--- src/rtl/i2s_pkg.sv ---
// Shared I2S definitions: slot encoding, FSM states and parameter sanity checks
// for the multi-mic receiver.
package i2s_pkg;

   localparam logic I2S_LEFT  = 1'b0;
   localparam logic I2S_RIGHT = 1'b1;

   typedef enum logic [1:0] {
      ST_IDLE  = 2'd0,
      ST_RUN   = 2'd1,
      ST_DRAIN = 2'd2
   } i2s_state_t;

   function automatic int unsigned i2s_cnt_width(input int unsigned n);
      return (n > 1) ? $clog2(n) : 1;
   endfunction

   function automatic bit i2s_params_ok(input int unsigned num_mics,
                                        input int unsigned data_width,
                                        input int unsigned slot_width,
                                        input int unsigned clk_div);
      return (num_mics >= 1) && (num_mics <= 8) && (data_width >= 1) &&
             (slot_width >= data_width + 1) && (clk_div >= 2) && ((clk_div % 2) == 0);
   endfunction

endpackage

--- src/rtl/i2s_sck_ws_gen.sv ---
// I2S master timing: SCK divider, slot bit counter, WS and the run/drain FSM.
// Exports single-cycle SCK edge strobes plus the current bit index and slot.
module i2s_sck_ws_gen
   import i2s_pkg::*;
#(
   parameter int unsigned SLOT_WIDTH = 32,
   parameter int unsigned CLK_DIV    = 4
) (
   input  logic                                    i_sys_clk,
   input  logic                                    i_sys_rst,
   input  logic                                    i_en,
   output logic                                    o_sck,
   output logic                                    o_ws,
   output logic                                    o_sck_rise,
   output logic                                    o_sck_fall,
   output logic [i2s_cnt_width(SLOT_WIDTH)-1:0]    o_bit_idx,
   output logic                                    o_slot
);

   localparam int unsigned HALF  = CLK_DIV / 2;
   localparam int unsigned DIV_W = i2s_cnt_width(HALF);
   localparam int unsigned BIT_W = i2s_cnt_width(SLOT_WIDTH);
   localparam logic [DIV_W-1:0] DIV_LAST = DIV_W'(HALF - 1);
   localparam logic [BIT_W-1:0] BIT_LAST = BIT_W'(SLOT_WIDTH - 1);

   i2s_state_t       r_state;
   i2s_state_t       w_next;
   logic [DIV_W-1:0] r_div;
   logic [BIT_W-1:0] r_bit;
   logic             r_sck;
   logic             r_ws;
   logic             w_tc;
   logic             w_wrap;

   assign w_tc       = (r_state != ST_IDLE) && (r_div == DIV_LAST);
   assign o_sck_rise = w_tc & ~r_sck;
   assign o_sck_fall = w_tc & r_sck;
   assign w_wrap     = o_sck_fall && (r_bit == BIT_LAST);

   always_comb begin
      w_next = r_state;
      case (r_state)
         ST_IDLE:  if (i_en) w_next = ST_RUN;
         ST_RUN:   if (!i_en) w_next = ST_DRAIN;
         ST_DRAIN: begin
            if (i_en)
               w_next = ST_RUN;
            else if (w_wrap && (r_ws == I2S_RIGHT))
               w_next = ST_IDLE;
         end
         default:  w_next = ST_IDLE;
      endcase
   end

   // Starting RUN with the bit counter at its last value makes the first SCK
   // fall a slot wrap, so WS goes 1->0 there and a left slot begins.
   always_ff @(posedge i_sys_clk) begin
      if (i_sys_rst) begin
         r_state <= ST_IDLE;
         r_div   <= '0;
         r_bit   <= '0;
         r_sck   <= 1'b0;
         r_ws    <= I2S_RIGHT;
      end else begin
         r_state <= w_next;
         if ((r_state == ST_IDLE) || (w_next == ST_IDLE)) begin
            r_div <= '0;
            r_sck <= 1'b0;
            r_ws  <= I2S_RIGHT;
            r_bit <= (w_next == ST_RUN) ? BIT_LAST : '0;
         end else begin
            r_div <= w_tc ? '0 : r_div + 1'b1;
            if (w_tc)
               r_sck <= ~r_sck;
            if (o_sck_fall)
               r_bit <= w_wrap ? '0 : r_bit + 1'b1;
            if (w_wrap)
               r_ws <= ~r_ws;
         end
      end
   end

   assign o_sck     = r_sck;
   assign o_ws      = r_ws;
   assign o_bit_idx = r_bit;
   assign o_slot    = r_ws;

endmodule

--- src/rtl/i2s_multi_mic_rx.sv ---
// I2S master receiver for several mics on a shared SCK/WS: per-mic left/right
// deserialisers and a one-deep valid/ready frame output with sticky overrun.
module i2s_multi_mic_rx
   import i2s_pkg::*;
#(
   parameter int unsigned NUM_MICS   = 2,
   parameter int unsigned DATA_WIDTH = 24,
   parameter int unsigned SLOT_WIDTH = 32,
   parameter int unsigned CLK_DIV    = 4
) (
   input  logic                           i_sys_clk,
   input  logic                           i_sys_rst,
   input  logic                           i_en,
   input  logic [NUM_MICS-1:0]            i_sd,
   output logic                           o_sck,
   output logic                           o_ws,
   output logic [NUM_MICS*DATA_WIDTH-1:0] o_left_data,
   output logic [NUM_MICS*DATA_WIDTH-1:0] o_right_data,
   output logic                           o_vld,
   input  logic                           i_rdy,
   output logic                           o_overrun,
   input  logic                           i_clr
);

   localparam int unsigned BIT_W = i2s_cnt_width(SLOT_WIDTH);
   localparam int unsigned FW    = NUM_MICS * DATA_WIDTH;
   localparam logic [BIT_W-1:0] BIT_LSB  = BIT_W'(DATA_WIDTH);
   localparam logic [BIT_W-1:0] BIT_LAST = BIT_W'(SLOT_WIDTH - 1);

   if (!i2s_params_ok(NUM_MICS, DATA_WIDTH, SLOT_WIDTH, CLK_DIV)) begin : g_param_err
      $error("i2s_multi_mic_rx: illegal parameter combination");
   end

   logic             w_sck_rise;
   logic             w_sck_fall;
   logic             w_slot;
   logic [BIT_W-1:0] w_bit_idx;
   logic             w_in_data;
   logic             w_complete;
   logic             w_accept;
   logic [FW-1:0]    w_left_frame;
   logic [FW-1:0]    w_right_frame;
   logic [FW-1:0]    r_left_data;
   logic [FW-1:0]    r_right_data;
   logic             r_vld;
   logic             r_overrun;

   i2s_sck_ws_gen #(
      .SLOT_WIDTH (SLOT_WIDTH),
      .CLK_DIV    (CLK_DIV)
   ) u_gen (
      .i_sys_clk  (i_sys_clk),
      .i_sys_rst  (i_sys_rst),
      .i_en       (i_en),
      .o_sck      (o_sck),
      .o_ws       (o_ws),
      .o_sck_rise (w_sck_rise),
      .o_sck_fall (w_sck_fall),
      .o_bit_idx  (w_bit_idx),
      .o_slot     (w_slot)
   );

   assign w_in_data  = (w_bit_idx != '0) && (w_bit_idx <= BIT_LSB);
   assign w_complete = w_sck_rise && (w_slot == I2S_RIGHT) && (w_bit_idx == BIT_LSB);
   assign w_accept   = r_vld & i_rdy;

   for (genvar m = 0; m < NUM_MICS; m++) begin : g_mic
      logic [DATA_WIDTH-1:0] r_left_sh;
      logic [DATA_WIDTH-1:0] r_right_sh;

      // The right LSB arrives in the completion cycle, so the frame takes it directly.
      assign w_left_frame[m*DATA_WIDTH +: DATA_WIDTH]  = r_left_sh;
      assign w_right_frame[m*DATA_WIDTH +: DATA_WIDTH] = (r_right_sh << 1) | DATA_WIDTH'(i_sd[m]);

      always_ff @(posedge i_sys_clk) begin
         if (i_sys_rst) begin
            r_left_sh  <= '0;
            r_right_sh <= '0;
         end else if (w_sck_rise && w_in_data) begin
            if (w_slot == I2S_LEFT)
               r_left_sh <= (r_left_sh << 1) | DATA_WIDTH'(i_sd[m]);
            else
               r_right_sh <= (r_right_sh << 1) | DATA_WIDTH'(i_sd[m]);
         end else if (w_sck_fall && (w_bit_idx == BIT_LAST)) begin
            if (w_slot == I2S_RIGHT)
               r_left_sh <= '0;
            else
               r_right_sh <= '0;
         end
      end
   end

   always_ff @(posedge i_sys_clk) begin
      if (i_sys_rst) begin
         r_left_data  <= '0;
         r_right_data <= '0;
         r_vld        <= 1'b0;
         r_overrun    <= 1'b0;
      end else begin
         if (w_complete && (!r_vld || i_rdy)) begin
            r_left_data  <= w_left_frame;
            r_right_data <= w_right_frame;
            r_vld        <= 1'b1;
         end else if (w_accept) begin
            r_vld <= 1'b0;
         end
         if (w_complete && r_vld && !i_rdy)
            r_overrun <= 1'b1;
         else if (i_clr)
            r_overrun <= 1'b0;
      end
   end

   assign o_left_data  = r_left_data;
   assign o_right_data = r_right_data;
   assign o_vld        = r_vld;
   assign o_overrun    = r_overrun;

endmodule

--- config.mk ---
export PLATFORM = sky130hd
export DESIGN_NAME = i2s_multi_mic_rx
export DESIGN_NICKNAME = d
export VERILOG_FILES = /design/src/rtl/i2s_pkg.sv /design/src/rtl/i2s_sck_ws_gen.sv /design/src/rtl/i2s_multi_mic_rx.sv
export SDC_FILE = /design/constraint.sdc
export NUM_CORES = 1
export LEC_CHECK = 0
export ABC_CLOCK_PERIOD_IN_PS = 2200
export CAP_MARGIN = 40
export CELL_PAD_IN_SITES_DETAIL_PLACEMENT = 0
export CELL_PAD_IN_SITES_GLOBAL_PLACEMENT = 1
export CORE_UTILIZATION = 39
export DETAILED_ROUTE_END_ITERATION = 8
export MAX_ROUTING_LAYER = met4
export PLACE_DENSITY = 0.72
export SYNTH_ARGS = -nofsm -noshare
export SYNTH_HDL_FRONTEND = slang
export SYNTH_SLANG_ARGS = --single-unit
--- constraint.sdc ---
create_clock -name i_sys_clk -period 2.2 [get_ports i_sys_clk]
set_clock_uncertainty 0.05 [all_clocks]
set_input_delay 0.66 -clock i_sys_clk [delete_from_list [all_inputs] [get_ports i_sys_clk]]
set_output_delay 0.66 -clock i_sys_clk [all_outputs]
set_load 0.05 [all_outputs]
# == Word level (Yosys, flattened, before mapping) ==
# Index checks and enable logic that the tools add are counted.
# word_totals
reg_bits,202
inputBits,7
out_inout_bits,100
elab_cells,85
# op_classes
add_sub_neg,2
order_cmp,1
eq_ne,8
mux,25
n_bitwise,9
reduce_logical,27
# ops
cell,count
24-bit 2-to-1 mux,6
23-bit 2-to-1 mux,6
24-bit by 1-bit bitwise OR with 24-bit output,4
5-bit 2-to-1 mux,4
2-bit nonzero test,6
"5-bit == test, second input constant",2
1-bit logical AND,10
2-bit 2-to-1 mux,4
2-bit case mux with 3 select lines,1
3-bit AND reduction,2
"5-bit by 1-bit adder with 5-bit output, second input constant",1
"5-bit less-or-equal comparator, second input constant",1
5-bit nonzero test,1
"2-bit by 1-bit == test with 1-bit output, second input constant",2
2-bit zero test,2
1-bit 2-to-1 mux,4
"2-bit != test, second input constant",2
1-bit AND,3
3-bit OR reduction,1
"2-bit == test, second input constant",1
1-bit zero test,2
1-bit logical OR,2
"2-bit by 1-bit != test with 1-bit output, second input constant",1
1-bit NOT,2
2 further kinds,2

# == Logic depth before layout (Yosys ltp) ==
# logic_depth
ltp_word,11
mapped_depth,9
depth_no_buf,7

# == Hierarchy ==
# From an unflattened synthesis, not the netlist that was laid out.
# unflattened
cells_unflattened,611
area_unflattened_um2,7080.5
# by_module_without_submodules
mod,n_inst,cells_per_inst,area_each_um2,seq_area_each_um2
i2s_multi_mic_rx,1,544,6449.9,3843.7
i2s_sck_ws_gen,1,67,630.6,200.2

# == Worst setup path before layout ==
# Ideal clock, no wire load.
# synth_path
path_type,reg2reg
start,register u_gen.r_bit[0] (netlist: u_gen.o_bit_idx[0])
end,register g_mic[0].r_left_sh[0]
setup_ns,0.072
arrival_time_ns,1.948
required_ns,2.078
path_slack_ns,0.130
stages_incl_launch_ff,10
n_path_buf,2
period_less_slack_ns,2.070
cell_sequence,dfxtp_1 -> ha_1 -> and3_1 -> ha_1 -> o2111a_1 -> nand2_1 -> clkbuf_1 -> clkbuf_1 -> nand2b_1 -> mux2i_1
# synth_between
elab_chain_cells,5
word_cells_on_any_way,11
cone_classes,1 x order compare; 2 x eq/ne; 1 x mux; 7 x reduce/logical
# synth_lines
item,line,text
from (decl),i2s_sck_ws_gen.sv:29,logic [BIT_W-1:0] r_bit;
from (signal assigned),i2s_sck_ws_gen.sv:70,r_bit <= (w_next == ST_RUN) ? BIT_LAST : '0;
from (signal assigned),i2s_sck_ws_gen.sv:76,r_bit <= w_wrap ? '0 : r_bit + 1'b1;
5-bit less-or-equal comparator or 5-bit nonzero test (tied branches),i2s_multi_mic_rx.sv:63,assign w_in_data = (w_bit_idx != '0) && (w_bit_idx <= BIT_LSB);
1-bit logical AND,i2s_multi_mic_rx.sv:63,
1-bit logical AND,i2s_multi_mic_rx.sv:79,end else if (w_sck_rise && w_in_data) begin
2-bit != test (no source line) or 2-bit nonzero test (tied branches),--,
3-bit AND reduction (no source line),--,
to (signal assigned),i2s_multi_mic_rx.sv:81,r_left_sh <= (r_left_sh << 1) | DATA_WIDTH'(i_sd[m]);
to (decl),i2s_multi_mic_rx.sv:68,logic [DATA_WIDTH-1:0] r_left_sh;
# Parallel ways exist; a longest one is shown, timed or not.
# A chain may end at the register's enable or synchronous reset.

# == Final worst setup path ==
# layout_path
start,register r_left_data[21] (netlist: o_left_data[21])
end,output o_left_data[21]
# layout_lines
item,line,text
from (decl),i2s_multi_mic_rx.sv:43,logic [FW-1:0] r_left_data;
from (signal assigned),i2s_multi_mic_rx.sv:101,r_left_data <= w_left_frame;
to (decl),i2s_multi_mic_rx.sv:17,"output logic [NUM_MICS*DATA_WIDTH-1:0] o_left_data,"
# No word-level cell between the ends.

==> metrics.txt <==
status finished, final reports clean; Cells after Synth 795; Syn-to-layout area delta 22.95%; Crit path depth 1; unrepaired setup endpoints after global routing no; Max Fanout on Critical Path 2; dominant synthesized flop cell dfxtp_1; clk root buf clkbuf_16; row cnt 53; worst setup path category register to output pin; largest net degree at the start of global routing 89; critical-path cell list dlygate4sd2_1; area leader, netlist dfxtp_1; clk buf depth 3; Final Util 0.4915; Via Count 5,579; Final Hold Viols 0; pwr/cell area 699.9 nW/um2; synth unique cells 35; ANT cells 0; DP Cell Count 1,139; top cells by area, synth dfxtp_1 (48%), mux2i_1 (22%), nand2b_1 (21%); # DRC 0; final non-filler cell area 10,400 um2; crit end category output pin; Post-synth top cells nand2b_1 (287), dfxtp_1 (202), mux2i_1 (188), clkbuf_1 (32); worst-case vdd ir drop 468.1 uV; HPWL Detailed 10,600 um; setup ws final 0.09841 ns; startpoint types register; pre-CTS WS 0.06420 ns; Clock H-tree levels 1; required time worst endpoint 1.49 ns; Seq cells post-synth 202; overall global routing resource usage 0.1544; core area 21,150 um2; initial antenna violation count 0; routability cong. 0.7359; num ports 107; final setup fails 0; slew margin rel. 0.6684; setup_tns 0 ns; synthesized area per cell 10.64 um2; # fillers 1,942; syn nets 805; Static Leakage 4.758 nW; worst-margin pin slew 0.4939 ns; hold_ws 0.4200 ns; grt ovf 0; most numerous cell in the Yosys netlist nand2b_1; Port Buf Inserts 106; clk sinks 202; starting density of the core 0.3997; Final period util 0.9553; slowest CP cell dlygate4sd2_1; number of global-route vias before repair 5,413; Arr. time, crit path 1.39 ns; layout cells sized above 1 0.1330; hold_buf cts 0; Crit path largest cell delay 0.55 ns; Final Non-Filler Cells 1,177; Die Y 149.2 um; CTS Buf Count 23; Max Fclk 0.4758 GHz; share of async-settable or async-resettable flops after synthesis 0; Die Span X 149.2 um; Syn. warnings 0; final net count 903; drt pass-1 iters 4; fin. max-slew vios 0; Mapped Area 8456 um2; dpl cell area 9714 um2; clk_lat worst skew 0.49 ns; CP delay by family, top buffers and inverters; crit path time final 2.102 ns; Yosys top cell area share 0.4782; First DRT Iteration DRCs 204; clk slew on worst S/H paths 0.06 ns; Min-Delay Path Depth 2; total wire length 17,110 um; wire per inst 14.54 um; Worst Path Buf+Inv 1; Routed Antenna Nets 0; number of synthesized flops with an enable pin 0; Worst R2R Path Depth 8; die area 22,270 um2; Via density 4.740; Pwr Total 7.277 mW; Hold Path Class register to register; first-pass GRT wire length 27,370 um; maxcap violations 0; part of the Yosys area used for sequential elements 0.4782; CTS tree done
-- placed cells by master, fill, tap and decap left out, types with 3 or more instances in the layout --
master           synthesis  layout
clkbuf_8                 0       3
clkbuf_16                0      25
nand2b_1               287     286
nor3_1                   4       4
mux2i_1                188     188
clkbuf_1                32       6
inv_1                    3       3
clkdlybuf4s50_1          0       5
nor2_1                   5       5
and2_1                   3       3
buf_12                   0      12
nand3_1                  4       4
a21oi_1                  8       8
buf_4                    3      63
a211oi_1                 3       3
dlygate4sd2_1            0      43
nand2_1                  5       4
dfxtp_1                202     201
ha_1                     3       3
-- report_power, final --
part	switching, mW	total, mW	internal (mW)	leakage, nW
Combinational	0.0999	0.205	0.105	2.81
Sequential	0.0170	3.69	3.67	1.63
Clock	1.39	3.38	1.99	0.320
Total	1.51	7.28	5.77	4.76
-- layout make-up --
class | instances | area [um2] | share of cell area
Sequential cell | 202 | 4045 | 0.3891
Tap cell | 275 | 344.1 | 0.03310
Clock buffer | 32 | 639.4 | 0.06150
Timing Repair Buffer | 127 | 1212 | 0.1166
Inverter | 3 | 11.26 | 0.001083
Clock inverter | 2 | 10.01 | 0.0009628
Multi-Input combinational cell | 536 | 4134 | 0.3976
-- metal layers --
layer  GRT usage  wire, um  vias to the layer above  part of all wire
met5           -         0                        -                 0
met4     0.03980       327                        0             0.019
met3     0.02844       594                       27             0.035
met2      0.2428      7801                       96              0.46
met1      0.2034      8386                     2638              0.49
li1            -         -                     2818                 -
-- worst paths after layout --
kind,to,slack (ns),from
hold / removal,o_left_data[13]$_SDFFE_PP0P_,0.42,o_left_data[13]$_SDFFE_PP0P_
hold reg to reg,o_left_data[13]$_SDFFE_PP0P_,0.42,o_left_data[13]$_SDFFE_PP0P_
setup reg to reg,g_mic[0].r_left_sh[17]$_SDFFE_PP0P_,0.14,u_gen.o_bit_idx[1]$_SDFFE_PP0P_
setup / recovery,o_left_data[21],0.1,o_left_data[21]$_SDFFE_PP0P_
-- what timing repair did --
item	4_1_cts	5_1_grt
cloned	0	3
gates resized for setup	43	2
setup endpoints to repair	43	36
buffers inserted	0	1
-- logic make-up after synthesis --
logic type      count (synthesis)  share of synthesized area
compound gates                 21                    0.01938
xor+xnor                        2                   0.002072
fa+ha+maj                       3                   0.004440
buf+inv                        57                    0.03596
flops                         202                     0.4782
mux                           188                     0.2226
simple gates                  322                     0.2373
-- state kept, by name, summed over array words and instances (netlist names) --
signal            flops
o_overrun             1
u_gen.o_sck           1
u_gen.r_state         2
g_mic.r_left_sh      48
u_gen.r_div           1
o_vld                 1
u_gen.o_bit_idx       5
o_left_data          48
u_gen.o_slot          1
o_right_data         48
g_mic.r_right_sh     46
Power figures use the tool's default switching activity.
